### config.mk
export PLATFORM = sky130hd
export DESIGN_NAME = la_debounce_flat
export DESIGN_NICKNAME = d
export VERILOG_FILES = /design/src/rtl/la_debounce_if.sv /design/src/rtl/la_debounce.sv /design/src/flat_wrapper.sv
export SDC_FILE = /design/constraint.sdc
export NUM_CORES = 1
export LEC_CHECK = 0
export CORE_ASPECT_RATIO = 0.7
export CORE_UTILIZATION = 35
export CTS_BUF_LIST = sky130_fd_sc_hd__clkbuf_8
export CTS_CLUSTER_DIAMETER = 30
export DETAILED_ROUTE_END_ITERATION = 16
export GPL_TIMING_DRIVEN = 0
export PLACE_DENSITY = 0.66
export SLEW_MARGIN = 25
export SYNTH_ARGS = -nofsm -noshare
export SYNTH_HDL_FRONTEND = slang
export SYNTH_SLANG_ARGS = --single-unit
### constraint.sdc
create_clock -name clk -period 1.95 [get_ports clk]
set_input_delay 0.585 -clock clk [delete_from_list [all_inputs] [get_ports clk]]
set_output_delay 0.585 -clock clk [all_outputs]
set_load 0.1 [all_outputs]
### src/rtl/la_debounce_if.sv
// Level-qualifier bus: raw synchronized level and threshold in, debounced level and event strobes out.
interface la_debounce_if #(
  parameter int CW = 8
);
  logic          in;
  logic [CW-1:0] thresh;
  logic          out;
  logic          rise;
  logic          fall;
  logic          busy;
  logic          dbg_state;

  // No valid/ready handshake: in and thresh are sampled every clock; out/rise/fall/busy
  // are registered and valid every cycle outside reset. dbg_state is 1 while qualifying.
  modport master (output in, thresh, input out, rise, fall, busy, dbg_state);
  modport slave  (input in, thresh, output out, rise, fall, busy, dbg_state);
endinterface

### src/rtl/la_debounce.sv
// Debouncer: accepts a new level on `in` only after it has differed from `out`
// for thresh+1 consecutive samples, emitting one-cycle rise/fall strobes.
module la_debounce #(
  parameter          PROP     = "DEFAULT",
  parameter int      CW       = 8,
  parameter bit      RESETVAL = 1'b0
) (
  input  logic        clk,
  input  logic        rst,
  la_debounce_if.slave bus
);

  typedef enum logic {STABLE = 1'b0, QUALIFY = 1'b1} state_t;

  state_t        state;
  logic [CW-1:0] cnt;

  // Technology-specific variants select on PROP; the generic flop implementation is below.
  if (PROP == "DEFAULT") begin : g_generic
  end

  assign bus.dbg_state = state;

  always_ff @(posedge clk or posedge rst) begin
    if (rst) begin
      state    <= STABLE;
      cnt      <= '0;
      bus.out  <= RESETVAL;
      bus.rise <= 1'b0;
      bus.fall <= 1'b0;
      bus.busy <= 1'b0;
    end else begin
      bus.rise <= 1'b0;
      bus.fall <= 1'b0;
      case (state)
        STABLE: begin
          if (bus.in != bus.out) begin
            if (bus.thresh == '0) begin
              bus.out  <= bus.in;
              bus.rise <= bus.in;
              bus.fall <= ~bus.in;
              cnt      <= '0;
            end else begin
              cnt      <= {{(CW-1){1'b0}}, 1'b1};
              bus.busy <= 1'b1;
              state    <= QUALIFY;
            end
          end else begin
            cnt <= '0;
          end
        end
        QUALIFY: begin
          if (bus.in == bus.out) begin
            cnt      <= '0;
            bus.busy <= 1'b0;
            state    <= STABLE;
          end else if (cnt >= bus.thresh) begin
            // >= so a threshold lowered below cnt still terminates on this sample
            bus.out  <= bus.in;
            bus.rise <= bus.in;
            bus.fall <= ~bus.in;
            cnt      <= '0;
            bus.busy <= 1'b0;
            state    <= STABLE;
          end else begin
            cnt <= cnt + 1'b1;
          end
        end
        default: begin
          cnt      <= '0;
          bus.busy <= 1'b0;
          state    <= STABLE;
        end
      endcase
    end
  end

endmodule

### src/flat_wrapper.sv
// flat-port wrapper written by rule: the top's interface ports become plain ports
module la_debounce_flat 
#(
  parameter          PROP     = "       ",
  parameter int      CW       = 8,
  parameter bit      RESETVAL = 1'b0
)
  (clk, rst, bus_in, bus_thresh, bus_out, bus_rise, bus_fall, bus_busy, bus_dbg_state);
  la_debounce_if #(.CW(CW)) bus_i ();
  input  logic clk;
  input  logic rst;
  input wire logic [$bits(bus_i.in)-1:0] bus_in;
  input wire logic [$bits(bus_i.thresh)-1:0] bus_thresh;
  output wire logic [$bits(bus_i.out)-1:0] bus_out;
  output wire logic [$bits(bus_i.rise)-1:0] bus_rise;
  output wire logic [$bits(bus_i.fall)-1:0] bus_fall;
  output wire logic [$bits(bus_i.busy)-1:0] bus_busy;
  output wire logic [$bits(bus_i.dbg_state)-1:0] bus_dbg_state;
  assign bus_i.in = bus_in;
  assign bus_i.thresh = bus_thresh;
  assign bus_out = bus_i.out;
  assign bus_rise = bus_i.rise;
  assign bus_fall = bus_i.fall;
  assign bus_busy = bus_i.busy;
  assign bus_dbg_state = bus_i.dbg_state;
  la_debounce #(.PROP(PROP), .CW(CW), .RESETVAL(RESETVAL)) u_core (.clk(clk), .rst(rst), .bus(bus_i));
endmodule
==> impl_metrics.env, run 1 <==
export IMPL_synth_seq_area_share=0.3709
export IMPL_drive_gt1_frac=0.3400
export IMPL_cts_clk_slew_worst_paths_ns=0.05
export IMPL_grt_max_degree=14
export IMPL_core_um2=2260
export IMPL_synth_largest_area_cell="dfrtp_1"
export IMPL_ios=16
export IMPL_synth_flop_cell="dfrtp_1"
export IMPL_cts_max_level=1
export IMPL_rr_worst_depth=5
export IMPL_min_period_over_period=0.9733
export IMPL_fin_nets=121
export IMPL_pre_cts_slack_ns=-0.5744
export IMPL_power_leakage_nw=0.5403
export IMPL_diodes=0
export IMPL_fin_tns_setup_ns=0
export IMPL_antenna_left=0
export IMPL_dr_wl_met2_um=735
export IMPL_slew_headroom=0.6371
export IMPL_min_to="u_core.cnt[0]"
export IMPL_synth_avg_cell_area_um2=10.96
export IMPL_rsz0062_at_grt="no"
export IMPL_status="finished clean"
export IMPL_vias=654
export IMPL_r2r_end="u_core.cnt[0]"
export IMPL_final_seq_area_um2=326.6
export IMPL_setup_violations=0
export IMPL_dieHeight_um=43.88
export IMPL_syn_nets=100
export IMPL_numPortBuffers=15
export IMPL_numCtsBuffers=3
export IMPL_fmax_mhz=526.9
export IMPL_criticalPathCategory="primary input to register"
export IMPL_highest_layer="met4"
export IMPL_root_buffer="clkbuf_8"
export IMPL_tritoncts="yes"
export IMPL_postCtsHoldBufs=0
export IMPL_cts_sinks=13
export IMPL_gp_congestion=0.7047
export IMPL_wl_met1_um=924
export IMPL_synthArstFlopShare=1.000
export IMPL_reg2reg_from="u_core.cnt[6]"
export IMPL_arrival_ns=2.07
export IMPL_r2r_setup_slack_ns=0.08
export IMPL_die_area_um2=2713
export IMPL_report_final_slew_viol_count=0
export IMPL_cpMostUsedCell="o21ai_1"
export IMPL_max_vdd_ir_drop_mv=0.7523
export IMPL_antenna_found_initial=0
export IMPL_hold_viol=0
export IMPL_grt_ovfl_total=0
export IMPL_worst_pin_slew_ns=0.5470
export IMPL_cp_slowest_stage_delay_ns=0.53
export IMPL_grt_pass1_vias=656
export IMPL_rows=14
export IMPL_path_cells="clkdlybuf4s50_1 -> xor2_1 -> o21ai_1 -> a21o_1 -> o21ai_1"
export IMPL_via_per_inst=4.955
export IMPL_layout_setup_ws_ns=0.05214
export IMPL_fillers=201
export IMPL_die_w_um=61.83
export IMPL_grt_pass1_wl_um=2849
export IMPL_synth_area_um2=877.1
export IMPL_dp_hpwl_um=1327
export IMPL_fin_util=0.5255
export IMPL_wl_um=1758
export IMPL_drt_pass1_iterations=4
export IMPL_power_density_nw_per_um2=1227
export IMPL_critPathRequiredTime_ns=2.12
export IMPL_synth_cells=80
export IMPL_wl_met3_um=80
export IMPL_hp_start="u_core.bus.dbg_state"
export IMPL_fin_skew_ns=0.0008532
export IMPL_synth_area_leaders="dfrtp_1 (37%), ha_1 (13%), xor2_1 (6.0%)"
export IMPL_final_cells=132
export IMPL_dp_cells=127
export IMPL_drc_errors=0
export IMPL_route_detailed_wl_per_inst_um=13.32
export IMPL_multi_input_area_um2=578.1
export IMPL_yosysWarnings=0
export IMPL_drtIter0Drc=18
export IMPL_crit_path_end_kind="register"
export IMPL_synth_seq_cells=13
export IMPL_synth_top_cell_area_share=0.3709
export IMPL_slowest_stage="clkdlybuf4s50_1"
export IMPL_synth_edff_count=0
export IMPL_grt_total_usage=0.1518
export IMPL_worstSkewPairLatency_ns=0.24
export IMPL_startpoint_type="primary input"
export IMPL_critical_path_peak_fanout=4
export IMPL_area_delta_synth_final_pct=35.38
export IMPL_maxCapViolCount=0
export IMPL_clock_path_buffers=2
export IMPL_ys_types=30
export IMPL_final_min_clock_period_ns=1.898
export IMPL_initial_utilization=0.3882
export IMPL_whs_path_depth=1
export IMPL_hold_class="register to register"
## layer usage
layer / vias up / global-route usage
met3: 3 / 0.04478
met2: 15 / 0.2237
li1: 324 / -
met5: - / 0
met1: 312 / 0.2176
met4: 0 / 0.04000
## through the flow
stage | hold slack, ns | area (um2) | power (mW)
after floorplan | 0.4619 | 890.9 | 1.016
after global placement | 0.5234 | 1081 | 1.190
after detailed placement | 0.5203 | 1081 | 1.197
after CTS | 0.5281 | 1177 | 1.448
after global routing | 0.5500 | 1187 | 1.535
final | 0.5240 | 1187 | 1.457
## synth_stat cells, types with 2 or more instances
master / count
ha_1: 9
nor2_1: 6
dfrtp_1: 13
xor2_1: 6
inv_1: 12
and3_1: 3
nand3_1: 5
o21a_4: 2
a21o_1: 2
o21ai_1: 2
## worst max path at each step
stage	from	endpoint	slack (ns)	depth (start not counted)
6_report	bus_in	u_core.bus.busy	0.05	5
5_1_grt	bus_in	u_core.bus.busy	0.001	5
4_1_cts	bus_thresh[0]	u_core.bus.out	0.03	6
3_5_place_dp	bus_thresh[2]	u_core.bus.out	-0.57	7
3_3_place_gp	bus_thresh[6]	u_core.bus.out	-0.52	7
2_1_floorplan	bus_thresh[6]	u_core.bus.out	0.02	6
## state kept, by name, summed over array words and instances (netlist names)
register / flops
u_core.cnt: 8
u_core.bus.busy: 1
u_core.bus.dbg_state: 1
u_core.bus.fall: 1
u_core.bus.out: 1
u_core.bus.rise: 1
## cells in the final DEF, fill, tap and decap left out, drive strengths merged, types with 2 or more instances in the layout
| master | n |
|---|---|
| o21ai | 4 |
| clkbuf | 4 |
| and3 | 3 |
| or4 | 2 |
| xor2 | 6 |
| nand3 | 5 |
| clkdlybuf4s50 | 3 |
| dlygate4sd2 | 5 |
| inv | 13 |
| dfrtp | 13 |
| clkdlybuf4s15 | 6 |
| o21a | 3 |
| nor2 | 6 |
| and4 | 2 |
| ha | 9 |
| a21o | 2 |
## critical path, delay by kind of cell
family | cells | cell delay, ns
xor gates and xnor gates | 1 | 0.42
buffers and inverters | 1 | 0.53
AOI/OAI and AO/OA | 3 | 0.52
## repair_timing
| item | 4_1_cts | 5_1_grt |
|---|---|---|
| endpoints found under the setup margin | 18 | 5 |
| resized for setup | 31 | 6 |
| pin swaps | 7 | 5 |
| setup buffers | 1 | 0 |
## area by class of cell
class	instances	share of cell area
clock buffer	3	0.03477
multi-input combinational	55	0.4868
sequential	13	0.2750
tap	32	0.03372
clock inverter	1	0.003161
timing repair buffer	16	0.1286
inverter	12	0.03793
## kinds of logic after synthesis
group	share of synthesized area
xor+xnor	0.06990
buf+inv	0.05135
compound gates	0.2083
fa+ha+maj	0.1284
flops	0.3709
simple gates	0.1712
## report_power, final
part           total, mW  switching, mW  internal (mW)
combinational      0.811          0.540          0.271
clock              0.238         0.0991          0.139
sequential         0.407         0.0752          0.332
total               1.46          0.714          0.743
Power figures use the tool's default switching activity.
==> run 2: changes to the inputs <==
CORE_ASPECT_RATIO = unset   (was 0.7)
CORE_UTILIZATION = 53   (was 35)
PLACE_DENSITY = 0.9   (was 0.66)
SKIP_LAST_GASP = 1   (was unset)
==> impl_metrics.env, run 2 (synthesis results as in run 1) <==
export IMPL_status="finished clean"
export IMPL_drtIter0Drc=18
export IMPL_reg2reg_from="u_core.cnt[6]"
export IMPL_fin_tns_setup_ns=0
export IMPL_multi_input_area_um2=609.3
export IMPL_fin_skew_ns=0.0009489
export IMPL_cts_max_level=1
export IMPL_layout_setup_ws_ns=0.01758
export IMPL_cts_sinks=13
export IMPL_critical_path_peak_fanout=6
export IMPL_slew_headroom=0.6320
export IMPL_clock_path_buffers=2
export IMPL_drc_errors=0
export IMPL_antenna_left=0
export IMPL_arrival_ns=1.35
export IMPL_report_final_slew_viol_count=0
export IMPL_grt_pass1_wl_um=3360
export IMPL_numPortBuffers=15
export IMPL_regMostFlops="u_core.cnt"
export IMPL_crit_family="buffers and inverters"
export IMPL_antenna_found_initial=0
export IMPL_vias=710
export IMPL_dp_hpwl_um=1445
export IMPL_route_detailed_wl_per_inst_um=17.61
export IMPL_power_density_nw_per_um2=1266
export IMPL_numCtsBuffers=3
export IMPL_gp_congestion=0.8039
export IMPL_design_area_um2=1206
export IMPL_fmax_mhz=517.5
export IMPL_largest_register_ffs=8
export IMPL_hold_class="register to register"
export IMPL_via_per_inst=6.068
export IMPL_gr_usage_met1=0.2936
export IMPL_rows=14
export IMPL_diodes=0
export IMPL_fin_util=0.7915
export IMPL_slowest_stage="clkdlybuf4s15_2"
export IMPL_hold_viol=0
export IMPL_mostFrequentLayoutCell="dfrtp_1"
export IMPL_grt_ovfl_total=0
export IMPL_pre_cts_slack_ns=-0.5742
export IMPL_initial_utilization=0.5755
export IMPL_setup_violations=0
export IMPL_ios=16
export IMPL_max_vdd_ir_drop_mv=0.9990
export IMPL_startpoint_type="register"
export IMPL_fillers=93
export IMPL_worst_pin_slew_ns=0.5546
export IMPL_r2r_setup_slack_ns=0.07
export IMPL_grt_use_met2=0.4333
export IMPL_min_period_over_period=0.9910
export IMPL_crit_path_end_kind="output port"
export IMPL_cts_clk_slew_worst_paths_ns=0.05
export IMPL_cp_slowest_stage_delay_ns=0.61
export IMPL_final_seq_area_um2=326.6
export IMPL_core_um2=1524
export IMPL_final_min_clock_period_ns=1.932
export IMPL_path_cells="clkdlybuf4s15_2"
export IMPL_critPathRequiredTime_ns=1.36
export IMPL_grt_busiest_layer="met2"
export IMPL_grt_max_degree=14
export IMPL_worstSkewPairLatency_ns=0.24
export IMPL_criticalPathCategory="register to output port"
export IMPL_grt_pass1_vias=733
export IMPL_tritoncts="yes"
export IMPL_root_buffer="clkbuf_8"
export IMPL_rsz0062_at_grt="yes"
export IMPL_wl_um=2060
export IMPL_layout_common_cells="dfrtp_1 (12), inv_1 (10)"
export IMPL_fin_nets=122
export IMPL_hp_start="u_core.bus.dbg_state"
export IMPL_power_leakage_nw=0.5584
export IMPL_drt_pass1_iterations=4
export IMPL_maxCapViolCount=0
export IMPL_grt_use_met3=0.08085
export IMPL_grt_total_usage=0.2500
export IMPL_die_area_um2=1822
export IMPL_postPlaceCellArea_um2=1061
export IMPL_die_w_um=42.68
export IMPL_area_delta_synth_final_pct=37.52
export IMPL_critical_path_startpoint="u_core.bus.out"
export IMPL_dieHeight_um=42.68
export IMPL_crit_buf_inv=1
export IMPL_drive_gt1_frac=0.3663
export IMPL_postCtsHoldBufs=0
run 2: changes by cell type in the layout (fill, tap and decap cells not counted), sizes merged:
cell  delta
buf      +1
run 2: path summary, 6_finish.rpt:
kind | cells after the start | to
max in group asynchronous | 2 | u_core.bus.dbg_state
hold reg to reg | 1 | u_core.cnt[0]
hold / removal | 1 | u_core.cnt[0]
min in group asynchronous | 2 | u_core.bus.fall
setup reg to reg | 5 | u_core.cnt[1]
setup / recovery | 1 | bus_out
run 2: timing repair:
item,4_1_cts,5_1_grt
endpoints found under the setup margin,18,13
gates resized for setup,32,9
setup buffers,1,1
pin swaps,10,8
run 2: power by group:
part | leakage, nW | switching (mW) | internal [mW] | total (mW)
sequential | 0.171 | 0.0845 | 0.332 | 0.416
combinational | 0.360 | 0.572 | 0.304 | 0.876
clock | 0.0269 | 0.0959 | 0.139 | 0.235
total | 0.558 | 0.753 | 0.774 | 1.53
run 2: cell type report:
cell class	count	area share
Multi-Input combinational cell	55	0.5052
Sequential cell	13	0.2707
Timing Repair Buffer	17	0.1328
Inverter	12	0.03734
Clock buffer	3	0.03423
Tap cell	16	0.01660
Clock inverter	1	0.003112
run 2: metal layers:
| layer | wire [um] | up-vias |
|---|---|---|
| li1 | - | 327 |
| met1 | 863 | 349 |
| met2 | 1038 | 28 |
| met3 | 120 | 6 |
| met4 | 38 | 0 |
| met5 | 0 | - |
run 2: worst reg2reg max path: cells and delay by family (launching register included):
family                     cells  cell delay, ns
DFF                            1            0.44
adders and majority gates      1            0.28
and+or+nand+nor                1            0.18
AOI/OAI and AO/OA              3            0.93
run 2: stage by stage:
step / std cells / hold slack [ns] / total power, mW
6_report: 117 / 0.5355 / 1.527
5_1_grt: 117 / 0.5446 / 1.596
4_1_cts: 116 / 0.5316 / 1.461
3_5_place_dp: 111 / 0.5173 / 1.204
3_3_place_gp: 111 / 0.5014 / 1.182
2_1_floorplan: 80 / 0.4619 / 1.016
